--- config.mk ---
export PLATFORM = sky130hd
export DESIGN_NAME = veerwolf_sw_debounce_flat
export DESIGN_NICKNAME = d
export VERILOG_FILES = /design/src/rtl/veerwolf_sw_debounce_if.sv /design/src/rtl/veerwolf_sw_debounce.sv /design/src/flat_wrapper.sv
export SDC_FILE = /design/constraint.sdc
export NUM_CORES = 1
export LEC_CHECK = 0
export ABC_AREA = 1
export BUFFER_PORTS_ARGS = -buffer_cell sky130_fd_sc_hd__clkbuf_2
export CORE_ASPECT_RATIO = 1.75
export CORE_MARGIN = 3
export CORE_UTILIZATION = 55
export CTS_BUF_LIST = sky130_fd_sc_hd__clkbuf_4 sky130_fd_sc_hd__clkbuf_8 sky130_fd_sc_hd__clkbuf_16
export DETAILED_ROUTE_END_ITERATION = 6
export GPL_TIMING_DRIVEN = 1
export PLACE_DENSITY_LB_ADDON = 0.15
export SYNTH_ARGS = -nofsm -noshare
export SYNTH_HDL_FRONTEND = slang
export SYNTH_SLANG_ARGS = --single-unit
export TNS_END_PERCENT = 1
--- constraint.sdc ---
create_clock -name clk_core -period 3.41 [get_ports clk_core]
set_clock_uncertainty 0.15 [all_clocks]
set_input_delay 0.341 -clock clk_core [delete_from_list [all_inputs] [get_ports clk_core]]
set_output_delay 0.341 -clock clk_core [all_outputs]
set_load 0.01 [all_outputs]
--- src/rtl/veerwolf_sw_debounce_if.sv ---
// Switch conditioner signal bundle: raw pins and firmware controls in, conditioned
// level, edge strobes, sticky change flags and interrupt out.
interface veerwolf_sw_debounce_if #(
  parameter int WIDTH = 16
);
  logic [WIDTH-1:0] i_sw;
  logic [WIDTH-1:0] i_chg_clr;
  logic [WIDTH-1:0] i_irq_en;
  logic [WIDTH-1:0] o_sw;
  logic [WIDTH-1:0] o_rise;
  logic [WIDTH-1:0] o_fall;
  logic [WIDTH-1:0] o_chg;
  logic             o_irq;

  modport master (
    output i_sw, i_chg_clr, i_irq_en,
    input  o_sw, o_rise, o_fall, o_chg, o_irq
  );

  modport slave (
    input  i_sw, i_chg_clr, i_irq_en,
    output o_sw, o_rise, o_fall, o_chg, o_irq
  );
endinterface

--- src/rtl/veerwolf_sw_debounce.sv ---
// Two-flop synchroniser plus independent per-bit debouncer for the board switches,
// with registered edge strobes, sticky change flags and a maskable interrupt.
module veerwolf_sw_debounce #(
  parameter int WIDTH           = 16,
  parameter int DEBOUNCE_CYCLES = 50000
) (
  input logic                    clk_core,
  input logic                    rst_core,
  veerwolf_sw_debounce_if.slave  sw_if
);
  localparam int              CNT_W   = $clog2(DEBOUNCE_CYCLES + 1);
  localparam logic [CNT_W-1:0] CNT_MAX = CNT_W'(DEBOUNCE_CYCLES - 1);

  logic [WIDTH-1:0] s1_q, s2_q;
  logic [WIDTH-1:0] sw_q, sw_d;
  logic [WIDTH-1:0] rise_q, rise_d;
  logic [WIDTH-1:0] fall_q, fall_d;
  logic [WIDTH-1:0] chg_q, chg_d;
  logic [WIDTH-1:0] accept;
  logic [CNT_W-1:0] cnt_q [WIDTH];
  logic [CNT_W-1:0] cnt_d [WIDTH];

  always_comb begin
    // NOTE: every comb output gets a default before any branch, so no latch is inferred.
    sw_d   = sw_q;
    accept = '0;
    for (int i = 0; i < WIDTH; i++) begin
      cnt_d[i] = '0;
      if (s2_q[i] != sw_q[i]) begin
        if (cnt_q[i] == CNT_MAX) begin
          accept[i] = 1'b1;
          sw_d[i]   = s2_q[i];
        end else begin
          cnt_d[i] = cnt_q[i] + CNT_W'(1);
        end
      end
    end
    rise_d = accept & s2_q;
    fall_d = accept & ~s2_q;
    // A new accept outranks a same-cycle clear so no event is lost.
    chg_d  = (chg_q & ~sw_if.i_chg_clr) | accept;
  end

  always_ff @(posedge clk_core) begin
    // NOTE: sequential state uses non-blocking assignments only; the counter array is
    // small flops (not a RAM), so it is cleared by reset along with everything else.
    if (rst_core) begin
      s1_q   <= '0;
      s2_q   <= '0;
      sw_q   <= '0;
      rise_q <= '0;
      fall_q <= '0;
      chg_q  <= '0;
      for (int i = 0; i < WIDTH; i++) cnt_q[i] <= '0;
    end else begin
      s1_q   <= sw_if.i_sw;
      s2_q   <= s1_q;
      sw_q   <= sw_d;
      rise_q <= rise_d;
      fall_q <= fall_d;
      chg_q  <= chg_d;
      for (int i = 0; i < WIDTH; i++) cnt_q[i] <= cnt_d[i];
    end
  end

  assign sw_if.o_sw   = sw_q;
  assign sw_if.o_rise = rise_q;
  assign sw_if.o_fall = fall_q;
  assign sw_if.o_chg  = chg_q;
  assign sw_if.o_irq  = |(chg_q & sw_if.i_irq_en);
endmodule

--- src/flat_wrapper.sv ---
// flat-port wrapper written by rule: the top's interface ports become plain ports
module veerwolf_sw_debounce_flat 
#(
  parameter int WIDTH           = 16,
  parameter int DEBOUNCE_CYCLES = 50000
)
  (clk_core, rst_core, sw_if_i_sw, sw_if_i_chg_clr, sw_if_i_irq_en, sw_if_o_sw, sw_if_o_rise, sw_if_o_fall, sw_if_o_chg, sw_if_o_irq);
  veerwolf_sw_debounce_if #(.WIDTH(WIDTH)) sw_if_i ();
  input logic clk_core;
  input logic rst_core;
  input wire logic [$bits(sw_if_i.i_sw)-1:0] sw_if_i_sw;
  input wire logic [$bits(sw_if_i.i_chg_clr)-1:0] sw_if_i_chg_clr;
  input wire logic [$bits(sw_if_i.i_irq_en)-1:0] sw_if_i_irq_en;
  output wire logic [$bits(sw_if_i.o_sw)-1:0] sw_if_o_sw;
  output wire logic [$bits(sw_if_i.o_rise)-1:0] sw_if_o_rise;
  output wire logic [$bits(sw_if_i.o_fall)-1:0] sw_if_o_fall;
  output wire logic [$bits(sw_if_i.o_chg)-1:0] sw_if_o_chg;
  output wire logic [$bits(sw_if_i.o_irq)-1:0] sw_if_o_irq;
  assign sw_if_i.i_sw = sw_if_i_sw;
  assign sw_if_i.i_chg_clr = sw_if_i_chg_clr;
  assign sw_if_i.i_irq_en = sw_if_i_irq_en;
  assign sw_if_o_sw = sw_if_i.o_sw;
  assign sw_if_o_rise = sw_if_i.o_rise;
  assign sw_if_o_fall = sw_if_i.o_fall;
  assign sw_if_o_chg = sw_if_i.o_chg;
  assign sw_if_o_irq = sw_if_i.o_irq;
  veerwolf_sw_debounce #(.WIDTH(WIDTH), .DEBOUNCE_CYCLES(DEBOUNCE_CYCLES)) u_core (.clk_core(clk_core), .rst_core(rst_core), .sw_if(sw_if_i));
endmodule
Word level (Yosys, flattened, before mapping):

Memory sizes are Yosys's and may differ from the RTL's.
Index checks and enable logic that the tools add are counted.

* bitwise operators: 23
* add/subtract/negate cells: 16
* equal/unequal tests: 32
* multiplexer cells: 83
* reductions and logical operators: 17

Operators with widths (count)
* 16-bit 2-to-1 mux: 48
* 16-bit by 1-bit adder with 16-bit output (second input constant): 16
* 16-bit == test (second input constant): 16
* 16-bit bitwise AND: 4
* 1-bit 2-to-1 mux: 35
* 16-bit NOT: 2
* 2-bit AND reduction: 16
* 1-bit != test: 16
* 1-bit bitwise OR: 16
* 16-bit bitwise OR: 1
* 16-bit OR reduction: 1

* input port bits: 50
* register bits: 96
* logic and storage cells: 193
* memories: 1
* output and inout bits: 65
* RAM bits: 256

Memory list
* u_core.cnt_q: words 16, width 16, rd ports 16, clocked after memory_dff 0, write ports 16, line veerwolf_sw_debounce.sv:20 `logic [CNT_W-1:0] cnt_q [WIDTH];`

Logic depth before layout (Yosys ltp):

* depth in word-level cells: 4
* gate-level depth with buffers: 9
* gate-level depth less buffers: 9

Worst setup path after synthesis:

No wires, ideal clock.

* path type: reg-to-reg
* start: mem u_core.cnt_q[1][64] (netlist name)
* end: mem u_core.cnt_q[1][74] (netlist name)
* clock period less this slack: 1.492 ns
* arrival: 1.227 ns
* setup time: 0.114 ns
* buffers on the path: 1
* slack: 1.918 ns
* stages on the path, launching flop included: 10
* cells stage by stage: dfxtp_1 -> ha_1 -> nand2_1 -> nor2_4 -> inv_2 -> nor2_2 -> nand2_2 -> nand2_4 -> buf_6 -> nor2_1

RTL lines (line)
* start: declaration: veerwolf_sw_debounce.sv:20

Worst setup path in the final report:

* start: reg u_core.chg_q[9], in the netlist u_core.sw_if.o_chg[9]
* end: out sw_if_o_irq

* cells in the longest elaborated chain, start to end: 2

RTL lines
* start: declaration: line veerwolf_sw_debounce.sv:18 `logic [WIDTH-1:0] chg_q, chg_d;`
* start signal: assignment: line veerwolf_sw_debounce.sv:61 `chg_q <= chg_d;`
* 16-bit bitwise AND: line veerwolf_sw_debounce.sv:70 `assign sw_if.o_irq = |(chg_q & sw_if.i_irq_en);`
* 16-bit OR reduction: line veerwolf_sw_debounce.sv:70
* end: declaration: line flat_wrapper.sv:18 `output wire logic [$bits(sw_if_i.o_irq)-1:0] sw_if_o_irq;`

No other way between the ends.

==> metrics.md <==
| Metric | Value |
|---|---|
| Reg2Reg Depth | 6 |
| # rows | 81 |
| Place WS | 1.52 ns |
| Setup_tns | 0 ns |
| Clock Latency Late Sink | 0.57 ns |
| HPWL after DPL | 25000 µm |
| # DRC | 0 |
| Critical Path RT | 2.92 ns |
| Htree depth | 1 |
| Clk root buf | clkbuf_16 |
| Cell area power density | 438 nW/µm² |
| Rel. slew slack | 0.635 |
| Fin area | about 18000 µm² |
| CP Launch Type | register |
| Syn Nets | 2321 |
| Reg-to-reg startpoint | u_core.cnt_q[0][48]$_SDFF_PP0_ |
| WHS | 0.128 ns |
| Sequential area share after synthesis | 0.442 |
| Gate power share | 0.019 |
| Largest net degree at the start of global routing | 58 |
| Post-layout nets | 2478 |
| Cell depth of the worst hold path | 3 |
| CP Capture Type | output port |
| Clock sink total | roughly 350 |
| Post-DR wirelength/cell | 12.2 µm |
| Peak supply drop | 0.428 mV |
| Yosys warns | 0 |
| Final Hold Viols | 0 |
| Via Count | ~14000 |
| Clk pwr share | 0.461 |
| Critical path fanouts, max | 3 |
| Max-slew violation count | 0 |
| RSZ-0062 raised after global routing | no |
| Minimum clock period after layout | approximately 2.1 ns |
| Placed cell areas | 16800 µm² |
| Leak | 6.45 nW |
| CP Launch Point | u_core.sw_if.o_chg[9]$_SDFF_PP0_ |
| All-Layer GR Usage | 0.216 |
| Port bufs | 114 |
| Routed Antenna Nets | 0 |
| Worst EP arrival | 1.62 ns |
| Final Cycle Share | 0.619 |
| WS Path Type | reg2out |
| Avg Cell Area, Syn | 7.07 µm² |
| CTS max path bufs | 3 |
| Syn-to-layout area delta | 14.3% |
| DR pass1 iterations | 7 |
| I/O pin count | 115 |
| Max Fclk | 474 MHz |
| Pwr Total | 7.98 mW |
| Status | completed |
| Distinct cells, synth | 36 |
| Mapped Area | ~16000 µm² |
| Cell count after synthesis | 2255 |
| Share of cells above drive strength 1 | 0.103 |
| FF/Latch Area | about 7000 µm² |
| Worst-margin pin slew | 0.546 ns |
| Hold Crit Start | rst_core |
| Placer Congestion | 0.910 |
| Sequential Power Share | 0.520 |
| Placeable Area | 28300 µm² |
| Initial DRC count | 680 |
| Final setup margin | 1.30 ns |
| Max cap viols | 0 |
| DR vias/cell | 5.01 |
| Initial antenna violation count | 1 |
| Number of global-route vias before repair | roughly 14000 |
| Die X | ~130 µm |
| Psw | 1.61 mW |
| Clk slew on worst S/H paths | 0.07 ns |
| Number of buffers created by CTS | 31 |
| Multi-input logic area | 7630 µm² |
| Total die area | 31100 µm² |
| Die Y | 231 µm |
| Net Sw Frac | 0.202 |
| Final wirelength | 34300 µm |
| Synthesized flop and latch total | between 300 and 400 |
| Hold Path Class | in2reg |
| Fill count | 2534 |
| # setup viols final | 0 |
| TritonCTS clock tree | yes |
| Pint | 6.37 mW |
| Post-CTS sizing | 0 |
| Starting density of the core | 0.563 |
| Total global routing overflow | 0 |
| First-pass GRT wire length | 57600 µm |
worst max-delay path, cell delays in order, from the launching register on:
cell      delay (ns)
dfxtp_1         0.34
nand2_1         0.07
nand4_1         0.27
nor2_1          0.18
nand2_1         0.08
clkbuf_2        0.13
final cells by class:
class,instances,share of cell area
diodes,1,0.000137
clock buffers,44,0.0504
clock inverters,13,0.00941
inverters,282,0.0581
multi-input cells,1597,0.419
flip-flops and latches,352,0.387
well taps,373,0.0256
repair buffers,148,0.0504
flip-flops by register name, summed over array words and instances (netlist names):
name / cells
u_core.cnt_q: 256
u_core.s1_q: 16
u_core.s2_q: 16
u_core.sw_if.o_chg: 16
u_core.sw_if.o_fall: 16
u_core.sw_if.o_rise: 16
u_core.sw_if.o_sw: 16
what timing repair did:
item,CTS,global route
hold buffers,32,0
setup buffers,0,0
endpoints found under the hold margin,32,0
logic make-up after synthesis:
kind of cell             after synthesis  synth area share
adder cells (fa/ha/maj)               16            0.0126
XOR/XNOR                             101            0.0555
buffers and inverters                306            0.0786
flip-flops                           352             0.442
AND/OR/NAND/NOR                     1335             0.361
AO/OA/AOI/OAI                        145            0.0499
cells in the mapped netlist, drive strengths merged:
| library cell | number | area share |
|---|---|---|
| buf | 22 | 0.012 |
| nor2 | 509 | 0.13 |
| clkbuf | 2 | 0.00047 |
| nor3 | 27 | 0.0088 |
| o21ai | 13 | 0.0048 |
| or2 | 15 | 0.0059 |
| and2 | 1 | 0.00039 |
| inv | 282 | 0.066 |
| nand3 | 167 | 0.054 |
| dfxtp | 352 | 0.44 |
| o31ai | 8 | 0.0038 |
| nor3b | 9 | 0.0060 |
| xnor2 | 36 | 0.020 |
| nand3b | 12 | 0.0057 |
| ha | 16 | 0.013 |
| nand2 | 527 | 0.13 |
| o21bai | 2 | 0.00094 |
| nand4 | 67 | 0.026 |
| xor2 | 65 | 0.036 |
| nor4 | 1 | 0.00039 |
| a21oi | 122 | 0.040 |
placed cells by master (no fill, tap or decap), types with 2 or more instances in the layout:
| cell | Yosys | layout |
|---|---|---|
| a21oi_1 | 113 | 113 |
| a21oi_2 | 9 | 9 |
| bufinv_16 | 0 | 4 |
| clkbuf_16 | 0 | 31 |
| clkbuf_2 | 0 | 113 |
| clkbuf_4 | 0 | 6 |
| clkbuf_8 | 0 | 7 |
| clkinv_2 | 0 | 7 |
| dfxtp_1 | 352 | 352 |
| dlygate4sd3_1 | 0 | 32 |
| ha_1 | 16 | 16 |
| inv_1 | 272 | 272 |
| inv_2 | 10 | 10 |
| nand2_1 | 506 | 506 |
| nand2_2 | 17 | 17 |
| nand2_4 | 4 | 4 |
| nand3_1 | 163 | 163 |
| nand3_2 | 4 | 4 |
| nand3b_1 | 12 | 12 |
| nand4_1 | 67 | 67 |
| nor2_1 | 489 | 489 |
| nor2_2 | 13 | 13 |
| nor2_4 | 7 | 7 |
| nor3_1 | 26 | 26 |
| nor3b_1 | 6 | 6 |
| nor3b_4 | 2 | 2 |
| o21ai_0 | 12 | 12 |
| o21bai_1 | 2 | 2 |
| o31ai_1 | 8 | 8 |
| or2_0 | 7 | 7 |
| or2_2 | 8 | 8 |
| xnor2_1 | 36 | 36 |
| xor2_1 | 65 | 65 |
through the flow:
| stage | util | cells |
|---|---|---|
| final | 0.644 | 2810 |
| after floorplan | - | 2255 |
| after global routing | 0.644 | 2810 |
| after CTS | 0.644 | 2809 |
| after global placement | 0.594 | 2720 |
| after detailed placement | 0.594 | 2720 |
power groups by stage:
stage,registers [mW],logic [mW],clock network [mW]
after floorplan,4.24,0.0792,0
after global placement,4.24,0.121,0
after detailed placement,4.24,0.124,0
after CTS,4.15,0.153,3.79
after global routing,4.15,0.171,3.95
final,4.15,0.152,3.68
path summary, 6_finish.rpt:
path / to / slack (ns)
setup reg to reg: u_core.cnt_q[0][61]$_SDFF_PP0_ / 1.72
hold reg to reg: u_core.s2_q[12]$_SDFF_PP0_ / 0.25
hold / removal: u_core.s1_q[10]$_SDFF_PP0_ / 0.13
setup / recovery: sw_if_o_irq / 1.30
per-layer routing:
| layer | vias up | track usage | routed length [µm] |
|---|---|---|---|
| li1 | 7387 | - | - |
| met3 | 66 | 0.0274 | 1290 |
| met1 | 6372 | 0.228 | 13700 |
| met2 | 246 | 0.429 | 18300 |
| met4 | 0 | 0.0717 | 947 |
| met5 | - | 0 | 0 |
Power figures use the tool's default switching activity.
